<file path="config.mk">
export PLATFORM = sky130hd
export DESIGN_NAME = gpc3111_heap_accum
export DESIGN_NICKNAME = d
export VERILOG_FILES = /design/src/rtl/gpc_pkg.sv /design/src/rtl/gpc3111_5.sv /design/src/rtl/gpc3111_heap_accum.sv
export SDC_FILE = /design/constraint.sdc
export NUM_CORES = 1
export LEC_CHECK = 0
export CAP_MARGIN = 20
export CORE_ASPECT_RATIO = 0.6
export CORE_MARGIN = 2
export CORE_UTILIZATION = 50
export DETAILED_ROUTE_END_ITERATION = 16
export PLACE_DENSITY = 0.81
export SLEW_MARGIN = 25
export SYNTH_ARGS = -nofsm -noshare
export SYNTH_HDL_FRONTEND = slang
export SYNTH_SLANG_ARGS = --single-unit
</file>
<file path="constraint.sdc">
create_clock -name clk -period 4.9 [get_ports clk]
set_clock_uncertainty 0.05 [all_clocks]
set_input_delay 0.735 -clock clk [delete_from_list [all_inputs] [get_ports clk]]
set_output_delay 0.735 -clock clk [all_outputs]
set_load 0.01 [all_outputs]
</file>
<file path="src/rtl/gpc_pkg.sv">
// gpc_pkg: shared definitions for the GPC(3,1,1,1;5) bit-heap stage.
//   - heap slice / compressed value widths
//   - column weight constants
//   - frame accumulator FSM state encoding
package gpc_pkg;

  localparam int GPC3111_IN_W  = 6;
  localparam int GPC3111_OUT_W = 5;

  localparam logic [GPC3111_OUT_W-1:0] W0 = 5'd1;
  localparam logic [GPC3111_OUT_W-1:0] W1 = 5'd2;
  localparam logic [GPC3111_OUT_W-1:0] W2 = 5'd4;
  localparam logic [GPC3111_OUT_W-1:0] W3 = 5'd8;

  typedef enum logic [1:0] {
    ACCUM = 2'd0,
    DRAIN = 2'd1,
    HOLD  = 2'd2
  } heap_state_e;

endpackage

</file>
<file path="src/rtl/gpc3111_5.sv">
// gpc3111_5: generalized parallel counter (3,1,1,1;5).
// Compresses one 6-bit heap slice into its 5-bit weighted sum (0..31).
// Ports:
//   src0  in  1  heap bit, weight 1
//   src1  in  1  heap bit, weight 2
//   src2  in  1  heap bit, weight 4
//   src3  in  3  heap bits, weight 8 each
//   dst   out 5  weighted sum
module gpc3111_5
  import gpc_pkg::*;
(
  input  logic                     src0,
  input  logic                     src1,
  input  logic                     src2,
  input  logic [2:0]               src3,
  output logic [GPC3111_OUT_W-1:0] dst
);

  logic [GPC3111_IN_W-1:0] heap;
  logic [1:0]              col3_cnt;

  assign heap = {src3, src2, src1, src0};

  // Ones-count of the weight-8 column (0..3).
  assign col3_cnt = {1'b0, heap[3]} + {1'b0, heap[4]} + {1'b0, heap[5]};

  assign dst = (W0 & {GPC3111_OUT_W{heap[0]}})
             + (W1 & {GPC3111_OUT_W{heap[1]}})
             + (W2 & {GPC3111_OUT_W{heap[2]}})
             + (W3 * {3'b000, col3_cnt});

endmodule

</file>
<file path="src/rtl/gpc3111_heap_accum.sv">
// gpc3111_heap_accum: streaming frame accumulator behind a gpc3111_5.
// Each accepted beat is compressed to 0..31, registered (stage 1), then
// added into an ACC_W-bit accumulator (stage 2). After FRAME_LEN beats the
// frame sum is held on a valid/ready output until consumed.
//
// Optional build macro: GPC_HEAP_ACCUM_SAT_EN
//   defined   -> accumulator clamps at 2^ACC_W-1 on overflow
//   undefined -> accumulator wraps mod 2^ACC_W
//   out_ovf is sticky for the frame in both cases.
//
// Ports:
//   clk        in   1      clock
//   rst        in   1      synchronous active-high reset
//   in_valid   in   1      input beat valid
//   in_ready   out  1      beat accepted this cycle when in_valid
//   src0..2    in   1      heap bits, weights 1/2/4
//   src3       in   3      heap bits, weight 8 each
//   out_valid  out  1      frame result valid
//   out_ready  in   1      downstream accepts result
//   out_sum    out  ACC_W  frame sum
//   out_ovf    out  1      frame sum overflowed
//
// state | meaning
// ACCUM | accepting beats, counting toward FRAME_LEN
// DRAIN | last beat in stage 1, stage 2 absorbs it
// HOLD  | result presented, waiting for out_ready
module gpc3111_heap_accum
  import gpc_pkg::*;
#(
  parameter int ACC_W     = 12,
  parameter int FRAME_LEN = 16
) (
  input  logic             clk,
  input  logic             rst,
  input  logic             in_valid,
  output logic             in_ready,
  input  logic             src0,
  input  logic             src1,
  input  logic             src2,
  input  logic [2:0]       src3,
  output logic             out_valid,
  input  logic             out_ready,
  output logic [ACC_W-1:0] out_sum,
  output logic             out_ovf
);

  localparam int               CNT_W     = $clog2(FRAME_LEN + 1);
  localparam logic [CNT_W-1:0] LAST_BEAT = CNT_W'(FRAME_LEN - 1);

  heap_state_e              state_q, state_d;
  logic [CNT_W-1:0]         cnt_q, cnt_d;
  logic [ACC_W-1:0]         acc_q, acc_d;
  logic                     ovf_q, ovf_d;
  logic                     p_val_q;
  logic [GPC3111_OUT_W-1:0] p_w_q;

  logic [GPC3111_OUT_W-1:0] gpc_dst;
  logic [ACC_W:0]           sum_w;
  logic                     accept;
  logic                     consume;

  gpc3111_5 u_gpc (
    .src0 (src0),
    .src1 (src1),
    .src2 (src2),
    .src3 (src3),
    .dst  (gpc_dst)
  );

  assign in_ready  = (state_q == ACCUM) && !rst;
  assign out_valid = (state_q == HOLD);
  assign out_sum   = out_valid ? acc_q : '0;
  assign out_ovf   = out_valid & ovf_q;
  assign accept    = in_valid & in_ready;
  assign consume   = out_valid & out_ready;

  always_comb begin
    state_d = state_q;
    case (state_q)
      ACCUM: if (accept && (cnt_q == LAST_BEAT)) state_d = DRAIN;
      DRAIN: state_d = HOLD;
      HOLD:  if (out_ready) state_d = ACCUM;
      default: state_d = ACCUM;
    endcase
  end

  // One extra bit on the add exposes the carry that marks overflow.
  always_comb begin
    sum_w = {1'b0, acc_q} + {{(ACC_W + 1 - GPC3111_OUT_W){1'b0}}, p_w_q};
    acc_d = acc_q;
    ovf_d = ovf_q;
    cnt_d = cnt_q;
    if (consume) begin
      acc_d = '0;
      ovf_d = 1'b0;
      cnt_d = '0;
    end else begin
      if (accept) cnt_d = cnt_q + CNT_W'(1);
      if (p_val_q) begin
`ifdef GPC_HEAP_ACCUM_SAT_EN
        // Once clamped, any further carry re-clamps, so the value sticks.
        acc_d = sum_w[ACC_W] ? {ACC_W{1'b1}} : sum_w[ACC_W-1:0];
`else
        acc_d = sum_w[ACC_W-1:0];
`endif
        ovf_d = ovf_q | sum_w[ACC_W];
      end
    end
  end

  always_ff @(posedge clk) begin
    if (rst) begin
      state_q <= ACCUM;
      cnt_q   <= '0;
      acc_q   <= '0;
      ovf_q   <= 1'b0;
      p_val_q <= 1'b0;
      p_w_q   <= '0;
    end else begin
      state_q <= state_d;
      cnt_q   <= cnt_d;
      acc_q   <= acc_d;
      ovf_q   <= ovf_d;
      p_val_q <= accept;
      if (accept) p_w_q <= gpc_dst;
    end
  end

endmodule

</file>
==> flow_summary.json, run 1 <==
{
  "drtIter0Drc": 51,
  "syn-instance-count": 153,
  "status": "finished clean",
  "start_util_pct": 54.1,
  "intPower_uw": 297,
  "synthToLayoutAreaGrowth_pct": 21.0,
  "finalWorstSetupSlack_ns": 1.85,
  "clock-root-buffer": "clkbuf_8",
  "io_buffers": 24,
  "fp.dieH_um": 44.8,
  "clk_pin_slew_ns": 0.08,
  "row_count": 14,
  "ys_ff_latch": 26,
  "dieArea_mm2": 0.00322,
  "fillers": 202,
  "end_kind": "primary output",
  "synth_area_mm2": 0.00138,
  "holdWs_ns": 0.421,
  "critPathMaxFanout": 16,
  "synth_top_area_share_pct": 37.6,
  "vias_per_cell": 5.49,
  "ys.warnings.count": 0,
  "nets": 196,
  "syn_area_per_cell_um2": 9.04,
  "pwr-share-seq_pct": 57.7,
  "fin_crit_sh_pct": 62.3,
  "crit_type": "reg -> out",
  "path_buf_inv": 1,
  "yosysTopAreaCell": "dfxtp_1",
  "grtUsageTotal_pct": 19.3,
  "die_w_um": 71.9,
  "multi_input_area_um2": 806,
  "cts_tree": "done",
  "seq_area_um2": 520,
  "numCtsBuffers": 3,
  "grt_pass1_vias": 1096,
  "drc": 0,
  "wl_mm": 2.84,
  "fin_crit_ns": 3.05,
  "diodes": 0,
  "synthTopCellsByArea": "dfxtp_1 38%, and2_1 6.3%, ha_1 6.3%",
  "critPathLaunchType": "register",
  "fmax_mhz": 328,
  "cts.sinks": 26,
  "cp_slowest_cell": "nor2b_1",
  "cts_max_path_buffers": 2,
  "place_congestion": 0.906,
  "async_flop_share_pct": 0,
  "clockPowerShare_pct": 30.0,
  "p_comb_share_pct": 12.4,
  "pwr_density_cell_mw_per_mm2": 233,
  "path_delay_family": "simple AND/OR/NAND/NOR gates",
  "critical_path_required_ns": 4.12,
  "htreeDepth": 1,
  "antenna_left": 0,
  "postCtsSetupRepairBufs": 0,
  "place_ws_ns": 1.99,
  "tightest_slew_ns": 0.921,
  "utilization_pct": 65.5,
  "grt_max_degree": 19,
  "ctsHoldBuffers": 0,
  "fin_tns_setup_ns": 0,
  "final-max-slew-violation-count": 0,
  "grt_first_pass_wirelength_mm": 4.78,
  "p_leak_uw": 0.000630,
  "rsz0062_at_grt": "false",
  "hold_class": "reg -> reg",
  "finalHoldViolations": 0,
  "maxCapViolCount": 0,
  "crit_chain": "nor2b_1 -> and2_1 -> clkdlybuf4s50_1",
  "routedWlPerCell_um": 13.7,
  "drive_gt1_share_pct": 4.57,
  "switching_share_pct": 23.9,
  "drt-pass1-iter-count": 7,
  "cp_data_arrival_time_ns": 2.27,
  "hpwl_mm": 2.17,
  "synth_flop_cell": "dfxtp_1",
  "clk_latency_ns": 0.27,
  "overflow": 0,
  "synth_nets": 172,
  "synth_edf_count": 0,
  "synth-seq-area-share_pct": 37.6,
  "slowest_delay_ns": 0.77,
  "ys_types": 37,
  "ctsResizeCount": 0,
  "vias": 1136,
  "core_area_mm2": 0.00256,
  "antenna_found_initial": 0,
  "p_switching_uw": 93.5,
  "setup_viol": 0,
  "vdd_drop_max_mv": 0.170,
  "slew_headroom_pct": 38.5,
  "num_io_pins": 25
}
cells in the final DEF, fill, tap and decap left out, drive strengths merged, types with 3 or more instances in the layout:
cell,count
o21ai,6
o31ai,5
clkdlybuf4s50,24
mux2i,7
nor2,11
ha,7
a21oi,9
or4,3
a211oi,5
dfxtp,26
o21a,4
clkbuf,3
nand2b,7
nand2,13
and2,14
inv,7
worst paths after layout:
path / startpoint / end / slack [ns] / cells past startpoint
max: state_q[1] / out_sum[9] / 1.85 / 3
min: ovf_q / ovf_q / 0.42 / 1
max reg2reg: state_q[1] / cnt_q[4] / 2.87 / 3
min reg2reg: ovf_q / ovf_q / 0.42 / 1
layout make-up:
class,instances,share of cell area (%)
inverter,7,1.57
tap,32,2.39
sequential,26,31.1
multi-input combinational,115,48.1
timing repair buffer,24,14.3
clock buffer,3,2.47
power by group through the flow:
stage               combinational, uW  sequential [uW]  clock, uW
finish                           48.3              225        117
global route                     54.1              226        127
global placement                 44.9              230          0
detailed placement               47.3              230          0
CTS                              48.1              225        120
floorplan                        34.1              227          0
state kept, by name, summed over array words and instances, names as in the netlist:
name / flops
state_q: 2
p_w_q: 5
ovf_q: 1
p_val_q: 1
acc_q: 12
cnt_q: 5
kinds of logic (layout without fill, tap and decap cells):
kind of cell    count (synthesis)  after routing  synth area share [%]
mux                             7              7                  5.06
compound gates                 35             35                  16.8
buf+inv                        12             34                  4.16
fa+ha+maj                       9              9                  9.22
xor+xnor                        4              4                  2.53
simple gates                   60             60                  24.6
flops                          26             26                  37.6
Yosys cell counts, drive strengths merged (3+ instances only):
cell type / n
nor2: 11
nand2b: 7
nand2: 13
ha: 7
inv: 7
dfxtp: 26
o21ai: 6
a211oi: 5
buf: 3
o21a: 4
and2: 14
o31ai: 5
a21oi: 9
mux2i: 7
or4: 3
metrics by stage:
stage                     std cells  instance area (um^2)  power [uW]
after floorplan                 153                  1380         261
after global placement          204                  1630         275
after detailed placement        204                  1630         277
after CTS                       207                  1670         393
after global routing            207                  1670         407
final                           207                  1670         391
metal layers:
| metal | vias to the layer above | track usage [%] | part of all wire (%) |
|---|---|---|---|
| met5 | - | 0 | 0 |
| met4 | 0 | 6.42 | 1.5 |
| met3 | 6 | 6.25 | 5.9 |
| met2 | 37 | 30.9 | 41 |
| met1 | 511 | 25.2 | 51 |
| li1 | 582 | - | - |
Power figures use the tool's default switching activity.
==> inputs of run 2 (changes only) <==
Clock period 4.9 ns to 3 ns, I/O delays scaled along.
==> flow_summary.json, run 2 (synthesized netlist as in run 1, its figures left out) <==
{
  "drc": 0,
  "layout_commonest_cell": "dfxtp_1",
  "grtUsageTotal_pct": 21.1,
  "overflow": 0,
  "worst_hold_path.num_cells": 1,
  "final_cell_mix": "26 x dfxtp_1, 24 x clkdlybuf4s50_1, 14 x and2_1",
  "hpwl_mm": 2.22,
  "antenna_found_initial": 0,
  "end_kind": "primary output",
  "grt_max_degree": 19,
  "cts_tree": "done",
  "dieArea_mm2": 0.00322,
  "diodes": 0,
  "critPathLaunch": "state_q[1]",
  "vias": 1164,
  "cp_data_arrival_time_ns": 1.87,
  "fin_crit_sh_pct": 79.0,
  "fillers": 213,
  "nets": 198,
  "synthToLayoutAreaGrowth_pct": 23.1,
  "utilization_pct": 66.6,
  "finalHoldViolations": 0,
  "critPathMaxFanout": 16,
  "min_from": "ovf_q",
  "routedWlPerCell_um": 14.5,
  "vdd_drop_max_mv": 0.265,
  "place_congestion": 0.825,
  "fp.dieH_um": 44.8,
  "critical_path_required_ns": 2.50,
  "ctsHoldBuffers": 0,
  "cts.sinks": 26,
  "rsz0062_at_grt": "false",
  "drive_gt1_share_pct": 6.18,
  "drt-pass1-iter-count": 4,
  "numCtsBuffers": 3,
  "hold_class": "reg -> reg",
  "start_util_pct": 54.1,
  "worst-r2r-setup-slack_ns": 0.93,
  "cts_max_path_buffers": 2,
  "vias_per_cell": 5.54,
  "worstRegToRegCells": 7,
  "pwr_density_cell_mw_per_mm2": 401,
  "seq_area_um2": 520,
  "top_register": "acc_q",
  "final-max-slew-violation-count": 0,
  "r2r_start": "acc_q[0]",
  "maxCapViolCount": 0,
  "core_area_mm2": 0.00256,
  "largest_reg_flops": 12,
  "holdPathEnd": "ovf_q",
  "htreeDepth": 1,
  "critPathLaunchType": "register",
  "status": "finished clean",
  "clock-root-buffer": "clkbuf_8",
  "postCtsSetupRepairBufs": 0,
  "clk_latency_ns": 0.28,
  "fin_crit_ns": 2.37,
  "tightest_slew_ns": 0.714,
  "largestRegisters": "acc_q x12, cnt_q x5, p_w_q x5",
  "p_leak_uw": 0.000648,
  "wl_mm": 3.05,
  "fmax_mhz": 422,
  "slew_headroom_pct": 52.0,
  "multi_input_area_um2": 806,
  "grt_pass1_vias": 1132,
  "ctsResizeCount": 0,
  "drtIter0Drc": 48,
  "num_io_pins": 25,
  "fin_tns_setup_ns": 0,
  "antenna_left": 0,
  "io_buffers": 24,
  "crit_type": "reg -> out",
  "row_count": 14,
  "clk_pin_slew_ns": 0.09,
  "r2r-end": "acc_q[4]",
  "die_w_um": 71.9,
  "setup_viol": 0,
  "grt_first_pass_wirelength_mm": 5.18
}
## run 2: report_power, final
part | switching [uW] | total, uW | internal (uW)
logic | 41.0 | 79.9 | 38.8
clock network | 117 | 234 | 118
registers | 11.0 | 368 | 357
total | 169 | 683 | 514
## run 2: cell type report
class | instances | share of cell area, %
Sequential cell | 26 | 30.6
Inverter | 7 | 1.54
Timing Repair Buffer | 26 | 15.0
Multi-Input combinational cell | 115 | 47.3
Tap cell | 32 | 2.35
Clock buffer | 4 | 3.23
## run 2: layer usage
| metal | routed length, um | share of wire, % | global-route usage [%] | vias to the layer above |
|---|---|---|---|---|
| met2 | 1290 | 42 | 34.4 | 35 |
| met3 | 156 | 5.1 | 6.03 | 5 |
| met5 | 0 | 0 | 0 | - |
| met1 | 1570 | 52 | 28.2 | 543 |
| met4 | 27 | 0.89 | 4.91 | 0 |
| li1 | - | - | - | 581 |
## run 2: through the flow
step / setup WS, ns / hold WS, ns / area [um^2] / power (uW) / instances
4_1_cts: 0.628 / 0.434 / 1700 / 683 / 210
5_1_grt: 0.565 / 0.451 / 1700 / 706 / 210
2_1_floorplan: 1.31 / 0.382 / 1380 / 427 / 153
3_3_place_gp: 0.715 / 0.391 / 1650 / 450 / 206
6_report: 0.629 / 0.429 / 1700 / 683 / 210
3_5_place_dp: 0.663 / 0.413 / 1650 / 454 / 206
## run 2: how the worst max path moves through the flow
stage / slack, ns / end
after CTS: 0.63 / out_sum[8]
after floorplan: 1.31 / acc_q[6]
after global placement: 0.71 / in_ready
after detailed placement: 0.66 / in_ready
final: 0.63 / out_sum[8]
after global routing: 0.57 / out_sum[8]
## run 2: critical path, stage by stage (launching register included)
cell and delay [ns]:
dfxtp_1 0.45, nor2b_1 0.20, buf_4 0.23, and2_1 0.16, clkdlybuf4s50_1 0.55
==> inputs of run 3 (changes only) <==
Clock period 3 ns to 2.2 ns, I/O delays scaled along.
==> flow_summary.json, run 3 (synthesized netlist as in run 1, its figures left out) <==
{
  "nets": 201,
  "wl_mm": 2.78,
  "critPathMaxFanout": 16,
  "drc": 0,
  "vias": 1139,
  "slew_headroom_pct": 65.5,
  "cts_tree": "done",
  "row_count": 14,
  "maxCapViolCount": 0,
  "setup_viol": 0,
  "final_cell_mix": "25 x dfxtp_1, 24 x clkdlybuf4s50_1, 14 x and2_1",
  "fp.dieH_um": 44.8,
  "numCtsBuffers": 3,
  "vias_per_cell": 5.35,
  "grt_first_pass_wirelength_mm": 4.38,
  "worst-r2r-setup-slack_ns": 0.28,
  "fin_crit_sh_pct": 95.7,
  "drive_gt1_share_pct": 8.29,
  "dp_cells": 209,
  "tightest_slew_ns": 0.517,
  "met3_usage_pct": 6.70,
  "hpwl_mm": 2.07,
  "clk_pin_slew_ns": 0.09,
  "cts.sinks": 26,
  "routedWlPerCell_um": 13.1,
  "critPathLaunchType": "register",
  "top_register": "acc_q",
  "diodes": 0,
  "place_congestion": 0.856,
  "pwr_density_cell_mw_per_mm2": 536,
  "cts_max_path_buffers": 2,
  "io_buffers": 24,
  "num_io_pins": 25,
  "overflow": 0,
  "worstRegToRegCells": 8,
  "crit_type": "reg -> out",
  "hold_class": "reg -> reg",
  "fin_cells": 213,
  "grt_use_met2_pct": 28.9,
  "largest_reg_flops": 12,
  "worst_hold_path.num_cells": 1,
  "grtUsageTotal_pct": 18.4,
  "cp_data_arrival_time_ns": 1.73,
  "top_usage_layer": "met2",
  "synthToLayoutAreaGrowth_pct": 24.8,
  "critical_path_required_ns": 1.82,
  "grt_max_degree": 17,
  "core_area_mm2": 0.00256,
  "clock-root-buffer": "clkbuf_8",
  "rsz0062_at_grt": "false",
  "dpl-instance-area_mm2": 0.00167,
  "htreeDepth": 1,
  "layout_commonest_cell": "dfxtp_1",
  "antenna_found_initial": 0,
  "status": "finished clean",
  "ctsHoldBuffers": 0,
  "die_w_um": 71.9,
  "largestRegisters": "acc_q x12, cnt_q x5, p_w_q x5",
  "fin_tns_setup_ns": 0,
  "place_ws_ns": 0.301,
  "drtIter0Drc": 105,
  "clk_latency_ns": 0.28,
  "drt-pass1-iter-count": 4,
  "grt_pass1_vias": 973,
  "postLayoutCellArea_mm2": 0.00173,
  "postCtsSetupRepairBufs": 0,
  "antenna_left": 0,
  "fmax_mhz": 475,
  "final-max-slew-violation-count": 0,
  "start_util_pct": 54.1,
  "vdd_drop_max_mv": 0.454,
  "end_kind": "primary output",
  "finalWorstSetupSlack_ns": 0.0940,
  "p_leak_uw": 0.000662,
  "fin_crit_ns": 2.11,
  "utilization_pct": 67.5,
  "dieArea_mm2": 0.00322,
  "ctsResizeCount": 0,
  "use_met1_pct": 24.2,
  "finalHoldViolations": 0
}
==> run 3: cell count changes in the layout (fill, tap and decap cells not counted), sizes merged <==
| cell | change |
|---|---|
| buf | +3 |
==> run 3: per-layer routing <==
| layer | up-vias | wire [um] |
|---|---|---|
| met1 | 517 | 1440 |
| met3 | 4 | 158 |
| met5 | - | 0 |
| met4 | 0 | 34 |
| met2 | 27 | 1150 |
| li1 | 591 | - |
==> run 3: power by group <==
group	leakage [uW]	total (uW)	switching [uW]	internal, uW
logic	0.000422	112	56.8	55.1
registers	0.000212	499	12.4	487
clock network	0.0000288	314	154	161
==> run 3: worst paths after layout <==
| path | to | start |
|---|---|---|
| setup / recovery | out_sum[3] | state_q[1] |
| setup reg to reg | ovf_q | p_w_q[0] |
| hold / removal | ovf_q | ovf_q |
| hold reg to reg | ovf_q | ovf_q |
==> run 3: worst max-delay path, cell delays in order, from the launching register on <==
cell	delay (ns)
dfxtp_2	0.39
nor2b_1	0.14
buf_4	0.20
and2_1	0.17
clkdlybuf4s50_1	0.54
==> run 3: final cells by class <==
| class | count | area, um^2 |
|---|---|---|
| Clock buffer | 4 | 55.1 |
| Fill cell | 207 | 831 |
| Inverter | 7 | 26.3 |
| Multi-Input combinational cell | 115 | 806 |
| Sequential cell | 26 | 522 |
| Tap cell | 32 | 40.0 |
| Timing Repair Buffer | 29 | 278 |
==> run 3: through the flow <==
stage	hold slack (ns)	total power, uW
after floorplan	0.382	582
after detailed placement	0.402	620
after CTS	0.423	933
final	0.420	926
after global placement	0.392	616
after global routing	0.434	963
